==> config.mk <==
export PLATFORM = sky130hd
export DESIGN_NAME = controlador_ascensor_flat
export DESIGN_NICKNAME = d
export VERILOG_FILES = /design/src/rtl/controlador_ascensor_pkg.sv /design/src/rtl/controlador_ascensor_if.sv /design/src/rtl/controlador_ascensor_temporizador.sv /design/src/rtl/controlador_ascensor.sv /design/src/flat_wrapper.sv
export SDC_FILE = /design/constraint.sdc
export NUM_CORES = 1
export LEC_CHECK = 0
export ABC_AREA = 1
export BUFFER_PORTS_ARGS = -buffer_cell sky130_fd_sc_hd__buf_2
export CAP_MARGIN = 20
export CORE_MARGIN = 10
export CORE_UTILIZATION = 57
export DETAILED_ROUTE_END_ITERATION = 8
export MAX_ROUTING_LAYER = met4
export PLACE_DENSITY = 0.73
export SETUP_SLACK_MARGIN = 0.3
export SLEW_MARGIN = 20
export SYNTH_ARGS = -nofsm -noshare
export SYNTH_HDL_FRONTEND = slang
export SYNTH_SLANG_ARGS = --single-unit
==> constraint.sdc <==
create_clock -name clk -period 2.1 [get_ports clk]
set_clock_uncertainty 0.05 [all_clocks]
set_input_delay 0 -clock clk [delete_from_list [all_inputs] [get_ports clk]]
set_output_delay 0 -clock clk [all_outputs]
set_load 0.05 [all_outputs]
==> src/rtl/controlador_ascensor_pkg.sv <==
// Shared constants for the elevator block and the floor display controller.
package controlador_ascensor_pkg;

    localparam int NUM_PISOS = 4;

    typedef logic [1:0] piso_t;

    localparam piso_t PISO_SUBTERRANEO = 2'd0;
    localparam piso_t PISO_MAX         = 2'd3;

    // Controller FSM encoding
    localparam logic [1:0] REPOSO   = 2'd0;
    localparam logic [1:0] MOVIENDO = 2'd1;
    localparam logic [1:0] PUERTA   = 2'd2;

    // Floors strictly above p
    function automatic logic [NUM_PISOS-1:0] mascara_arriba(input piso_t p);
        logic [NUM_PISOS-1:0] m;
        m = '0;
        for (int i = 0; i < NUM_PISOS; i++)
            if (i > int'(p)) m[i] = 1'b1;
        return m;
    endfunction

    // Floors strictly below p
    function automatic logic [NUM_PISOS-1:0] mascara_abajo(input piso_t p);
        logic [NUM_PISOS-1:0] m;
        m = '0;
        for (int i = 0; i < NUM_PISOS; i++)
            if (i < int'(p)) m[i] = 1'b1;
        return m;
    endfunction

endpackage

==> src/rtl/controlador_ascensor_if.sv <==
// Call buttons in, car status out.
interface controlador_ascensor_if;
    import controlador_ascensor_pkg::*;

    logic [NUM_PISOS-1:0] llamada;
    piso_t                piso;
    logic                 puerta_abierta;
    logic                 subiendo;
    logic                 bajando;
    logic [NUM_PISOS-1:0] pendientes;

    modport master (
        output llamada,
        input  piso, puerta_abierta, subiendo, bajando, pendientes
    );

    modport slave (
        input  llamada,
        output piso, puerta_abierta, subiendo, bajando, pendientes
    );

endinterface

==> src/rtl/controlador_ascensor_temporizador.sv <==
// Loadable down-counter; fin pulses on the CICLOS-th enabled cycle after carga.
module temporizador #(
    parameter int CICLOS = 1
) (
    input  logic clk,
    input  logic rst_n,
    input  logic carga,
    input  logic habilita,
    output logic fin
);

    localparam int W = (CICLOS > 1) ? $clog2(CICLOS) : 1;

    logic [W-1:0] cnt;

    // Load to CICLOS-1 so the zero count is the last cycle of the interval
    always_ff @(posedge clk or negedge rst_n) begin
        if (!rst_n)
            cnt <= '0;
        else if (carga)
            cnt <= W'(CICLOS - 1);
        else if (habilita && cnt != '0)
            cnt <= cnt - W'(1);
    end

    assign fin = habilita && (cnt == '0);

endmodule

==> src/rtl/controlador_ascensor.sv <==
// Four-floor elevator controller: collective up/down scheduling with door hold.
module controlador_ascensor
    import controlador_ascensor_pkg::*;
#(
    parameter int T_VIAJE  = 50_000_000,
    parameter int T_PUERTA = 150_000_000
) (
    input  logic                        clk,
    input  logic                        rst_n,
    controlador_ascensor_if.slave       bus
);

    logic [1:0]           estado, estado_sig;
    piso_t                piso_q, piso_sig, piso_paso;
    logic                 dir_arriba, dir_sig;
    logic [NUM_PISOS-1:0] pend_q, pend_sig, efectiva;
    logic                 hay_arriba, hay_abajo, hay_delante, hay_detras;
    logic                 viaje_carga, viaje_en, viaje_fin;
    logic                 puerta_carga, puerta_en, puerta_fin;

    assign efectiva    = pend_q | bus.llamada;
    assign hay_arriba  = |(efectiva & mascara_arriba(piso_q));
    assign hay_abajo   = |(efectiva & mascara_abajo(piso_q));
    assign hay_delante = dir_arriba ? hay_arriba : hay_abajo;
    assign hay_detras  = dir_arriba ? hay_abajo  : hay_arriba;
    assign piso_paso   = dir_arriba ? piso_q + 2'd1 : piso_q - 2'd1;
    assign viaje_en    = (estado == MOVIENDO);
    assign puerta_en   = (estado == PUERTA);

    // Next-state, floor, direction and pending-call bookkeeping
    always_comb begin
        estado_sig   = estado;
        piso_sig     = piso_q;
        dir_sig      = dir_arriba;
        pend_sig     = efectiva;
        viaje_carga  = 1'b0;
        puerta_carga = 1'b0;
        case (estado)
            REPOSO: begin
                if (efectiva[piso_q]) begin
                    estado_sig       = PUERTA;
                    puerta_carga     = 1'b1;
                    pend_sig[piso_q] = 1'b0;
                end else if (hay_delante) begin
                    estado_sig  = MOVIENDO;
                    viaje_carga = 1'b1;
                end else if (hay_detras) begin
                    dir_sig     = ~dir_arriba;
                    estado_sig  = MOVIENDO;
                    viaje_carga = 1'b1;
                end
            end
            MOVIENDO: begin
                if (viaje_fin) begin
                    piso_sig = piso_paso;
                    if (efectiva[piso_paso]) begin
                        estado_sig          = PUERTA;
                        puerta_carga        = 1'b1;
                        pend_sig[piso_paso] = 1'b0;
                    end else begin
                        viaje_carga = 1'b1;
                    end
                end
            end
            PUERTA: begin
                // A call for the open floor only extends the door, never latches
                pend_sig[piso_q] = 1'b0;
                if (bus.llamada[piso_q])
                    puerta_carga = 1'b1;
                else if (puerta_fin)
                    estado_sig = REPOSO;
            end
            default: estado_sig = REPOSO;
        endcase
    end

    // State registers
    always_ff @(posedge clk or negedge rst_n) begin
        if (!rst_n) begin
            estado     <= REPOSO;
            piso_q     <= PISO_SUBTERRANEO;
            dir_arriba <= 1'b1;
            pend_q     <= '0;
        end else begin
            estado     <= estado_sig;
            piso_q     <= piso_sig;
            dir_arriba <= dir_sig;
            pend_q     <= pend_sig;
        end
    end

    temporizador #(.CICLOS(T_VIAJE)) u_viaje (
        .clk      (clk),
        .rst_n    (rst_n),
        .carga    (viaje_carga),
        .habilita (viaje_en),
        .fin      (viaje_fin)
    );

    temporizador #(.CICLOS(T_PUERTA)) u_puerta (
        .clk      (clk),
        .rst_n    (rst_n),
        .carga    (puerta_carga),
        .habilita (puerta_en),
        .fin      (puerta_fin)
    );

    assign bus.piso           = piso_q;
    assign bus.puerta_abierta = puerta_en;
    assign bus.subiendo       = viaje_en & dir_arriba;
    assign bus.bajando        = viaje_en & ~dir_arriba;
    assign bus.pendientes     = pend_q;

endmodule

==> src/flat_wrapper.sv <==
// flat-port wrapper written by rule: the top's interface ports become plain ports
module controlador_ascensor_flat import controlador_ascensor_pkg::*;
#(
    parameter int T_VIAJE  = 50_000_000,
    parameter int T_PUERTA = 150_000_000
)
  (clk, rst_n, bus_llamada, bus_piso, bus_puerta_abierta, bus_subiendo, bus_bajando, bus_pendientes);
  controlador_ascensor_if bus_i ();
  input  logic clk;
  input  logic rst_n;
  input wire logic [$bits(bus_i.llamada)-1:0] bus_llamada;
  output wire logic [$bits(bus_i.piso)-1:0] bus_piso;
  output wire logic [$bits(bus_i.puerta_abierta)-1:0] bus_puerta_abierta;
  output wire logic [$bits(bus_i.subiendo)-1:0] bus_subiendo;
  output wire logic [$bits(bus_i.bajando)-1:0] bus_bajando;
  output wire logic [$bits(bus_i.pendientes)-1:0] bus_pendientes;
  assign bus_i.llamada = bus_llamada;
  assign bus_piso = bus_i.piso;
  assign bus_puerta_abierta = bus_i.puerta_abierta;
  assign bus_subiendo = bus_i.subiendo;
  assign bus_bajando = bus_i.bajando;
  assign bus_pendientes = bus_i.pendientes;
  controlador_ascensor #(.T_VIAJE(T_VIAJE), .T_PUERTA(T_PUERTA)) u_core (.clk(clk), .rst_n(rst_n), .bus(bus_i));
endmodule
; Yosys cells after proc, flatten, opt, wreduce, memory -nomap -nowiden
; Cells that the tools add are included.
[totals]
register_bits = 63
output_inout_bits = 9
wordCells = 103
[op_classes]
add_sub_neg = 4
n_lt_le_gt_ge = 10
n_eq_ne = 7
mux = 46
bitwise = 12
n_reduce_logical = 18
[ops]
columns = cell, n
row1 = 28-bit two-way mux, 2
row2 = 26-bit two-way mux, 2
row3 = 28-bit logical NOT, 1
row4 = 28-bit nonzero test, 1
row5 = "28-bit by 1-bit subtractor with 28-bit output, second input constant", 1
row6 = 26-bit logical NOT, 1
row7 = 26-bit nonzero test, 1
row8 = "26-bit by 1-bit subtractor with 26-bit output, second input constant", 1
row9 = 1-bit two-way mux, 22
row10 = 2-bit two-way mux, 8
row11 = 4-bit AND, 3
row12 = 4-bit two-way mux, 3
row13 = 4-bit case mux with 3 select lines, 1
row14 = 4-bit NOT, 2
row15 = 4-bit OR reduction, 2
row16 = 1-bit binary-select mux with 2-bit select, 3
row17 = 1-bit logical AND, 6
row18 = "2-bit by 3-bit less-than comparator with 1-bit output, second input constant", 2
row19 = "2-bit by 1-bit != test with 1-bit output, second input constant", 3
row20 = 2-bit case mux with 3 select lines, 1
row21 = 5-bit AND reduction, 1
row22 = 4-bit by 3-bit AND with 4-bit output, 1
row23 = 1-bit demux with 2-bit select, 2
row24 = "2-bit by 1-bit greater-or-equal comparator with 1-bit output, second input constant", 2
row25 = other kinds (19), 25

; Logic depth before layout (Yosys ltp)
; Gate-level depths: netlist of the first run.
[depth]
ltp_word = 11
mapped_depth = 13

; Hierarchy
; From an unflattened synthesis of the first run, not the netlist that was laid out.
[hier_totals]
cells_unflattened = 729
hier_area_um2 = 4814.6
[modules_own_cells]
columns = module, n_inst, cells_each, area_per_inst_um2, seq_area_each_um2
row1 = temporizador at u_core.u_puerta, 1, 306, 2043.2, 700.7
row2 = temporizador at u_core.u_viaje, 1, 275, 1798.0, 650.6
row3 = controlador_ascensor, 1, 148, 973.4, 226.5

; Least setup slack after synthesis of the first run
; OpenSTA, ideal clock, no wires.
[synth_timing]
path_type = reg-to-reg
startpoint = register u_core.piso_q[0] (netlist: u_core.bus.piso[0])
endpoint = register u_core.u_puerta.cnt[21]
setup_ns = 0.128
arrival_ns = 2.298
slack_ns = -0.376
path_stages_with_launch = 13
period_less_slack_ns = 2.476
cell_sequence = dfrtp_1 -> buf_4 -> inv_4 -> ha_1 -> xnor2_1 -> nand2_1 -> nand2_2 -> inv_2 -> nand3_4 -> nand2_8 -> inv_4 -> buf_12 -> nand3_2
[synth_between]
elab_chain_len = 8
elab_cells_between_ends = 16
[synth_lines]
columns = item, line_no
row1 = start: declaration, controlador_ascensor.sv:14  ; piso_t piso_q, piso_sig, piso_paso;
row2 = start signal: assignment, controlador_ascensor.sv:86  ; piso_q <= piso_sig;
row3 = 2-bit by 1-bit subtractor with 2-bit output or 2-bit by 1-bit adder with 2-bit output (tied branches), controlador_ascensor.sv:26  ; assign piso_paso = dir_arriba ? piso_q + 2'd1 : piso_q - 2'd1;
row4 = 2-bit two-way mux, controlador_ascensor.sv:26
row5 = 1-bit binary-select mux with 2-bit select, controlador_ascensor.sv:56  ; if (efectiva[piso_paso]) begin
row6 = 1-bit two-way mux (not written as such), controlador_ascensor.sv:56
row7 = 1-bit two-way mux, controlador_ascensor.sv:56
row8 = 1-bit two-way mux, controlador_ascensor.sv:54  ; if (viaje_fin) begin
row9 = 1-bit case mux with 3 select lines (*), controlador_ascensor.sv:38  ; case (estado)
row10 = 28-bit two-way mux or 2-bit nonzero test (tied branches), n/a
row11 = end signal: assignment, controlador_ascensor_temporizador.sv:21  ; cnt <= W'(CICLOS - 1);
row12 = end signal: assignment, controlador_ascensor_temporizador.sv:23  ; cnt <= cnt - W'(1);
row13 = end: declaration, controlador_ascensor_temporizador.sv:14  ; logic [W-1:0] cnt;
; Every way passes the cells marked *; elsewhere a longest branch is shown, timed or not. The select of a mux whose other input is x is not followed.
; A chain may end at the register's enable or synchronous reset.

; Final worst setup path of the first run
[layout_timing]
startpoint = register u_core.piso_q[0] (netlist: u_core.bus.piso[0])
endpoint = register u_core.u_puerta.cnt[4]
; The elaborated chain is that of the path after synthesis.

==> results by group, run 1 <==
Outcome
  – Outcome: complete, no violations

Min path
  – HP Start: bus_llamada[1]
  – WHS Endpoint: u_core.bus.pendientes[1]
  – Hold Crit Class: input pin to flop
  – Hold depth: 5

STA
  – Fin Hold WS: 0.0524 ns
  – Min Tclk post-route: 1.85 ns
  – Slew Limit Fails: 0
  – Slew @ Worst Pin: 0.358 ns
  – Slew margin rel.: 75.9%
  – RSZ-0062 raised after global routing: yes
  – # setup viols final: 0
  – Final Hold Viols: 0
  – Final period util: 88.0%
  – FMAX: 541 MHz

Yosys
  – Syn Nets: 673
  – Syn Area/Cell: 6.73 um^2
  – Distinct cell type count after synthesis: 32
  – Post-synth EDFFs: 0
  – Sequential fraction of the synthesis area: 35.6%
  – Post-Synthesis Cell Area: about 0.0044 mm^2
  – Post-Synthesis Cells: around 660
  – Register bit total from synthesis: 63
  – Async SR Flop Fraction: 100%
  – Synth Flop Type: dfrtp_1
  – Yosys warnings: 0

Detailed routing
  – DR iter-0 viols: 335
  – Post-DRT Antenna Nets: 0
  – Drt wl/cell: ~16 um
  – Avg Vias per Cell: 5.73
  – Residual DRC: 0
  – Vias: 4761
  – Pre-antenna DRT Iters: 5
  – WL final: 13100 um

Placed design
  – DP HPWL: 7700 um
  – PortBufs: 14
  – Placer Congestion: slightly above 0.9

Clock network
  – Root Driver: clkbuf_8
  – H-tree levels: 3
  – Clock Latency Late Sink: ~0.34 ns
  – Clock sinks: 63
  – Cts bufs inserted: 9
  – Worst-path clk slew: around 0.08 ns
  – TritonCTS clock tree: yes
  – Max Root-Sink Buffers: 2

Finish
  – Diode count: 0
  – Share of cells above drive strength 1: 26.2%
  – Layout Nets: 739
  – Commonest non-fill, non-tap cell in the layout: nand2_1
  – Commonest non-fill, non-tap cells in the layout: nand2_1 (178), nor2_1 (93), inv_1 (69)
  – Layout area overhead: 28.3%

Floorplanning
  – Number of primary I/O pins: 15
  – Core area: 0.00765 mm^2
  – Die ar.: ~0.012 mm^2
  – Rows: 32
  – Die X: 108 um
  – Die height: 108 um
  – Initial Util: 57.9%

Worst setup path
  – Setup slack, reg-to-reg: ~0.25 ns
  – Required time of the worst setup path: 2.27 ns
  – CP endpoint kind: flop
  – Worst-path cell chain: inv_8 > ha_4 > xor2_2 > nand2_1 > nand2_2 > inv_2 > nand3_4 > nand2_8 > inv_12 > nand3_1
  – CP max-delay cell: dfrtp_2
  – RR Startpoint: u_core.bus.piso[0]
  – CP max stage delay: 0.45 ns
  – Critical path type: flop to flop
  – Nature of the critical path startpoint: flop
  – Crit-path leading delay family: simple AND/OR/NAND/NOR gates
  – Reg-to-reg endpoint: u_core.u_puerta.cnt[4]
  – Max FO, Critical Path: 8
  – Crit path arrival time: 2.02 ns
  – Number of buffers and inverters on the critical path: 3
  – Worst r2r path cells: 10

GRT
  – Vias in the first global route: approximately 4.4k
  – Total GRT Usage: a little over a fifth
  – First-pass GRT wire length: 20400 um
  – Largest net degree at the start of global routing: 64
  – GRT overflow: 0
  – Initial antenna violation count: 0

Power and ir drop
  – Clock power frac: 41.8%
  – Overall power: approximately 2600 uW
  – Reg power frac: about half
  – P per Cell Area: 463 mW/mm^2
  – Largest vdd supply drop: 0.257 mV
  – Internal: 1950 uW
  – Combinational power share: 8.8%
  – Sw Ratio: 25.9%
  – Sw power: 681 uW
  – Leakage: roughly 0.0026 uW

Flow run
  – Max-Cap Viols: 0
## logic make-up after synthesis
family,count (synthesis),synth area share (%)
xor+xnor,7,1.38
buf+inv,95,9.41
simple gates,453,47.4
flops,63,35.6
compound gates,31,3.67
fa+ha+maj,9,2.54
## power by group through the flow
stage	logic, uW	registers [uW]	clock network, uW
floorplan	135	1300	0
global placement	187	1310	0
detailed placement	192	1320	0
CTS	216	1290	1120
global route	259	1300	1170
finish	231	1300	1100
## layout make-up
class	instances	area [um^2]
Multi-Input combinational cell	506	2840
Sequential cell	63	1580
Timing Repair inverter	3	33.8
Inverter	82	352
Timing Repair Buffer	59	547
Fill cell	553	1960
Clock buffer	13	159
Tap cell	102	128
Clock inverter	3	42.5
## stage by stage
stage / setup WS (ns) / std cells / instance area [um^2] / util [%] / setup TNS, ns
floorplan: -0.0402 / 658 / 4580 / - / -0.242
global placement: 0.0841 / 771 / 4770 / 62.4 / 0
detailed placement: 0.00786 / 771 / 4770 / 62.4 / 0
CTS: 0.300 / 816 / 5350 / 70.0 / 0
global route: 0.128 / 831 / 5680 / 74.3 / 0
finish: 0.251 / 831 / 5680 / 74.3 / 0
## registers in the layout, indices dropped and copies added, names as in the netlist
register / cells
u_core.u_puerta.cnt: 28
u_core.estado: 2
u_core.bus.pendientes: 4
u_core.u_viaje.cnt: 26
u_core.bus.piso: 2
u_core.dir_arriba: 1
## Yosys cell counts (3+ instances only)
cell | instances | share of area (%)
nand3_2 | 9 | 2.0
inv_1 | 72 | 6.1
nor2_1 | 117 | 9.9
nand2_2 | 6 | 0.85
inv_2 | 7 | 0.59
a31oi_1 | 3 | 0.42
a21oi_1 | 6 | 0.68
dfrtp_1 | 62 | 35
xor2_1 | 6 | 1.2
buf_2 | 8 | 0.90
nand3b_1 | 8 | 1.4
inv_4 | 3 | 0.42
nand2_1 | 188 | 16
nand3_1 | 61 | 6.9
nand3_4 | 3 | 1.2
o21ai_0 | 20 | 2.3
nor2_2 | 6 | 0.85
ha_1 | 9 | 2.5
buf_6 | 3 | 0.76
nor2_4 | 3 | 0.76
nand4_1 | 31 | 4.4
nor3_1 | 17 | 1.9
## worst reg2reg max path, delay by kind of cell, from the launching register on
| kind | cells | cell delay, ns |
|---|---|---|
| buffers and inverters | 3 | 0.23 |
| adders and majority gates | 1 | 0.31 |
| xor gates and xnor gates | 1 | 0.15 |
| and+or+nand+nor | 5 | 0.55 |
| DFF | 1 | 0.45 |
## repair_timing
action,in CTS,in global routing
endpoints found under the setup margin,59,60
hold buffers,2,0
buffers inserted,20,10
hold endpoints to repair,64,0
pin swaps,14,20
cloned,7,5
gates resized for setup,32,47
## metal layers
metal	track usage [%]	wire length [um]	part of all wire (%)
met4	11.1	514	3.9
met5	-	0	0
met1	26.3	5100	39
met2	35.0	6410	49
met3	3.75	1080	8.2
## worst max path at each step
stage / startpoint / end / slack (ns) / cells after the start
after global routing: u_core.u_puerta.cnt[5] / u_core.u_puerta.cnt[24] / 0.13 / 12
after detailed placement: u_core.u_puerta.cnt[1] / u_core.u_puerta.cnt[25] / 0.008 / 10
after floorplan: u_core.bus.piso[0] / u_core.u_puerta.cnt[3] / -0.04 / 12
after global placement: u_core.bus.piso[1] / u_core.u_puerta.cnt[8] / 0.08 / 10
final: u_core.bus.piso[0] / u_core.u_puerta.cnt[4] / 0.25 / 10
after CTS: u_core.u_puerta.cnt[7] / u_core.u_puerta.cnt[1] / 0.30 / 9
No activity file was read; power rests on OpenSTA's default activity.
==> run 2: changes to the inputs <==
--- a/config.mk
+++ b/config.mk
@@ -8,7 +8,6 @@
 export ABC_AREA = 1
 export BUFFER_PORTS_ARGS = -buffer_cell sky130_fd_sc_hd__buf_2
 export CAP_MARGIN = 20
-export CORE_MARGIN = 10
 export CORE_UTILIZATION = 57
 export DETAILED_ROUTE_END_ITERATION = 8
 export MAX_ROUTING_LAYER = met4
==> run 2 against run 1 <==
Power shrank 0.40%. Worst setup slack gained 0.0034 ns. Hold slack lost 0.017 ns. First-iteration DRC count grew 42%. Sequential power is essentially flat. Largest cell class unchanged.
==> results by group, run 2 (synthesized netlist as in run 1, its figures left out) <==
Detailed routing
  – Post-DRT Antenna Nets: 0
  – Drt wl/cell: 16.0 um
  – Pre-antenna DRT Iters: 5
  – Vias: 4765
  – DR iter-0 viols: 475
  – WL final: approximately 13000 um
  – Avg Vias per Cell: 5.79
  – Residual DRC: 0

Min path
  – WHS Endpoint: u_core.bus.pendientes[0]
  – Hold depth: 5
  – Hold Crit Class: input pin to flop
  – HP Start: bus_llamada[0]

Floorplanning
  – Die X: 90.2 um
  – Rows: 31
  – Initial Util: 60.1%
  – Die ar.: 0.00813 mm^2
  – Die height: 90.2 um
  – Number of primary I/O pins: 15
  – Core area: 0.00737 mm^2

Finish
  – Largest Register: u_core.u_puerta.cnt
  – Layout Nets: 734
  – Commonest non-fill, non-tap cells in the layout: nand2_1 (177), nor2_1 (88), inv_1 (67)
  – Layout area overhead: 27.8%
  – Final instance count without filler cells: 823
  – Diode count: 0
  – Fin util: roughly three quarters
  – Commonest non-fill, non-tap cell in the layout: nand2_1
  – Share of cells above drive strength 1: 27.1%
  – Largest register FFs: 28

Placed design
  – Inst Count DP: 766
  – PortBufs: 14
  – DP HPWL: 7630 um
  – Placer Congestion: approximately 0.93

Clock network
  – H-tree levels: 3
  – Clock sinks: 63
  – Max Root-Sink Buffers: 2
  – Clock Latency Late Sink: 0.35 ns
  – Root Driver: clkbuf_8
  – Cts bufs inserted: 9
  – TritonCTS clock tree: yes
  – Worst-path clk slew: about 0.07 ns

Flow run
  – Max-Cap Viols: 0

Worst setup path
  – CP endpoint kind: flop
  – Critical path type: flop to flop
  – Max FO, Critical Path: 8
  – RR Startpoint: u_core.bus.piso[0]
  – Crit path arrival time: approximately 2.1 ns
  – Setup slack, reg-to-reg: 0.25 ns
  – Worst r2r path cells: 9
  – Required time of the worst setup path: 2.34 ns
  – Nature of the critical path startpoint: flop
  – Reg-to-reg endpoint: u_core.u_viaje.cnt[2]

Power and ir drop
  – P per Cell Area: approximately 460 mW/mm^2
  – Largest vdd supply drop: about 0.39 mV
  – Leakage: 0.00255 uW

STA
  – Slew margin rel.: 58.4%
  – Min Tclk post-route: 1.85 ns
  – Final Hold Viols: 0
  – FMAX: 542 MHz
  – Final period util: 87.9%
  – RSZ-0062 raised after global routing: yes
  – Slew @ Worst Pin: 0.623 ns
  – # setup viols final: 0
  – Slew Limit Fails: 0

GRT
  – First-pass GRT wire length: 20000 um
  – Vias in the first global route: 4275
  – GRT overflow: 0
  – Total GRT Usage: roughly a third
  – Initial antenna violation count: 0
  – Largest net degree at the start of global routing: 41

Outcome
  – Outcome: complete, no violations
[run 2: worst max path at each step]
| stage | from | end | slack, ns | cells past startpoint |
|---|---|---|---|---|
| 2_1_floorplan | u_core.bus.piso[0] | u_core.u_puerta.cnt[3] | -0.04 | 12 |
| 3_3_place_gp | u_core.u_viaje.cnt[0] | u_core.u_viaje.cnt[13] | 0.04 | 10 |
| 3_5_place_dp | u_core.u_viaje.cnt[0] | u_core.u_viaje.cnt[13] | -0.02 | 10 |
| 4_1_cts | u_core.bus.piso[0] | u_core.u_puerta.cnt[2] | 0.29 | 10 |
| 5_1_grt | u_core.u_viaje.cnt[10] | u_core.u_viaje.cnt[6] | 0.19 | 9 |
| 6_report | u_core.bus.piso[0] | u_core.u_viaje.cnt[2] | 0.25 | 9 |
[run 2: metrics by stage]
stage | setup slack (ns) | hold WS [ns] | setup TNS [ns] | area, um^2 | total power (uW)
3_3_place_gp | 0.0431 | -0.0186 | 0 | 4750 | 1500
4_1_cts | 0.295 | 0.0265 | 0 | 5260 | 2590
2_1_floorplan | -0.0402 | -0.346 | -0.242 | 4580 | 1440
5_1_grt | 0.187 | 0.0685 | 0 | 5660 | 2710
3_5_place_dp | -0.0205 | -0.00715 | -0.0253 | 4750 | 1510
6_report | 0.255 | 0.0349 | 0 | 5660 | 2620
[run 2: layer usage]
metal / vias to the layer above / GRT usage (%) / wire [um]
met5: - / - / 0
met2: 217 / 49.1 / 6230
li1: 2245 / - / -
met3: 39 / 4.06 / 959
met1: 2264 / 41.9 / 5580
met4: 0 / 11.8 / 352
[run 2: report_power, final]
group | total [uW] | switching (uW) | internal [uW]
registers | 1300 | 51.9 | 1250
clock network | 1080 | 501 | 576
logic | 240 | 154 | 85.6
total | 2620 | 707 | 1910
[run 2: worst max-delay path, cell delays in order, from the launching register on]
cell	delay, ns
dfrtp_2	0.43
inv_8	0.06
ha_4	0.30
xor2_4	0.18
nand2_2	0.10
nand2_4	0.11
nand3_4	0.14
nand2_8	0.21
clkinv_8	0.12
nand2_1	0.07
[run 2: timing repair]
action / in CTS / in global routing
setup endpoints to repair: 61 / 62
cloned: 6 / 5
hold buffers: 2 / 0
endpoints found under the hold margin: 24 / 0
setup buffers: 17 / 11
pin swaps: 11 / 31
gates resized for setup: 25 / 72
[run 2: final cells by class]
class / instances / area, um^2
sequential: 63 / 1580
clock inverter: 4 / 45.0
tap: 99 / 124
multi-input combinational: 505 / 2870
inverter: 82 / 354
timing repair inverter: 3 / 38.8
timing repair buffer: 55 / 497
fill: 550 / 1710
clock buffer: 12 / 145
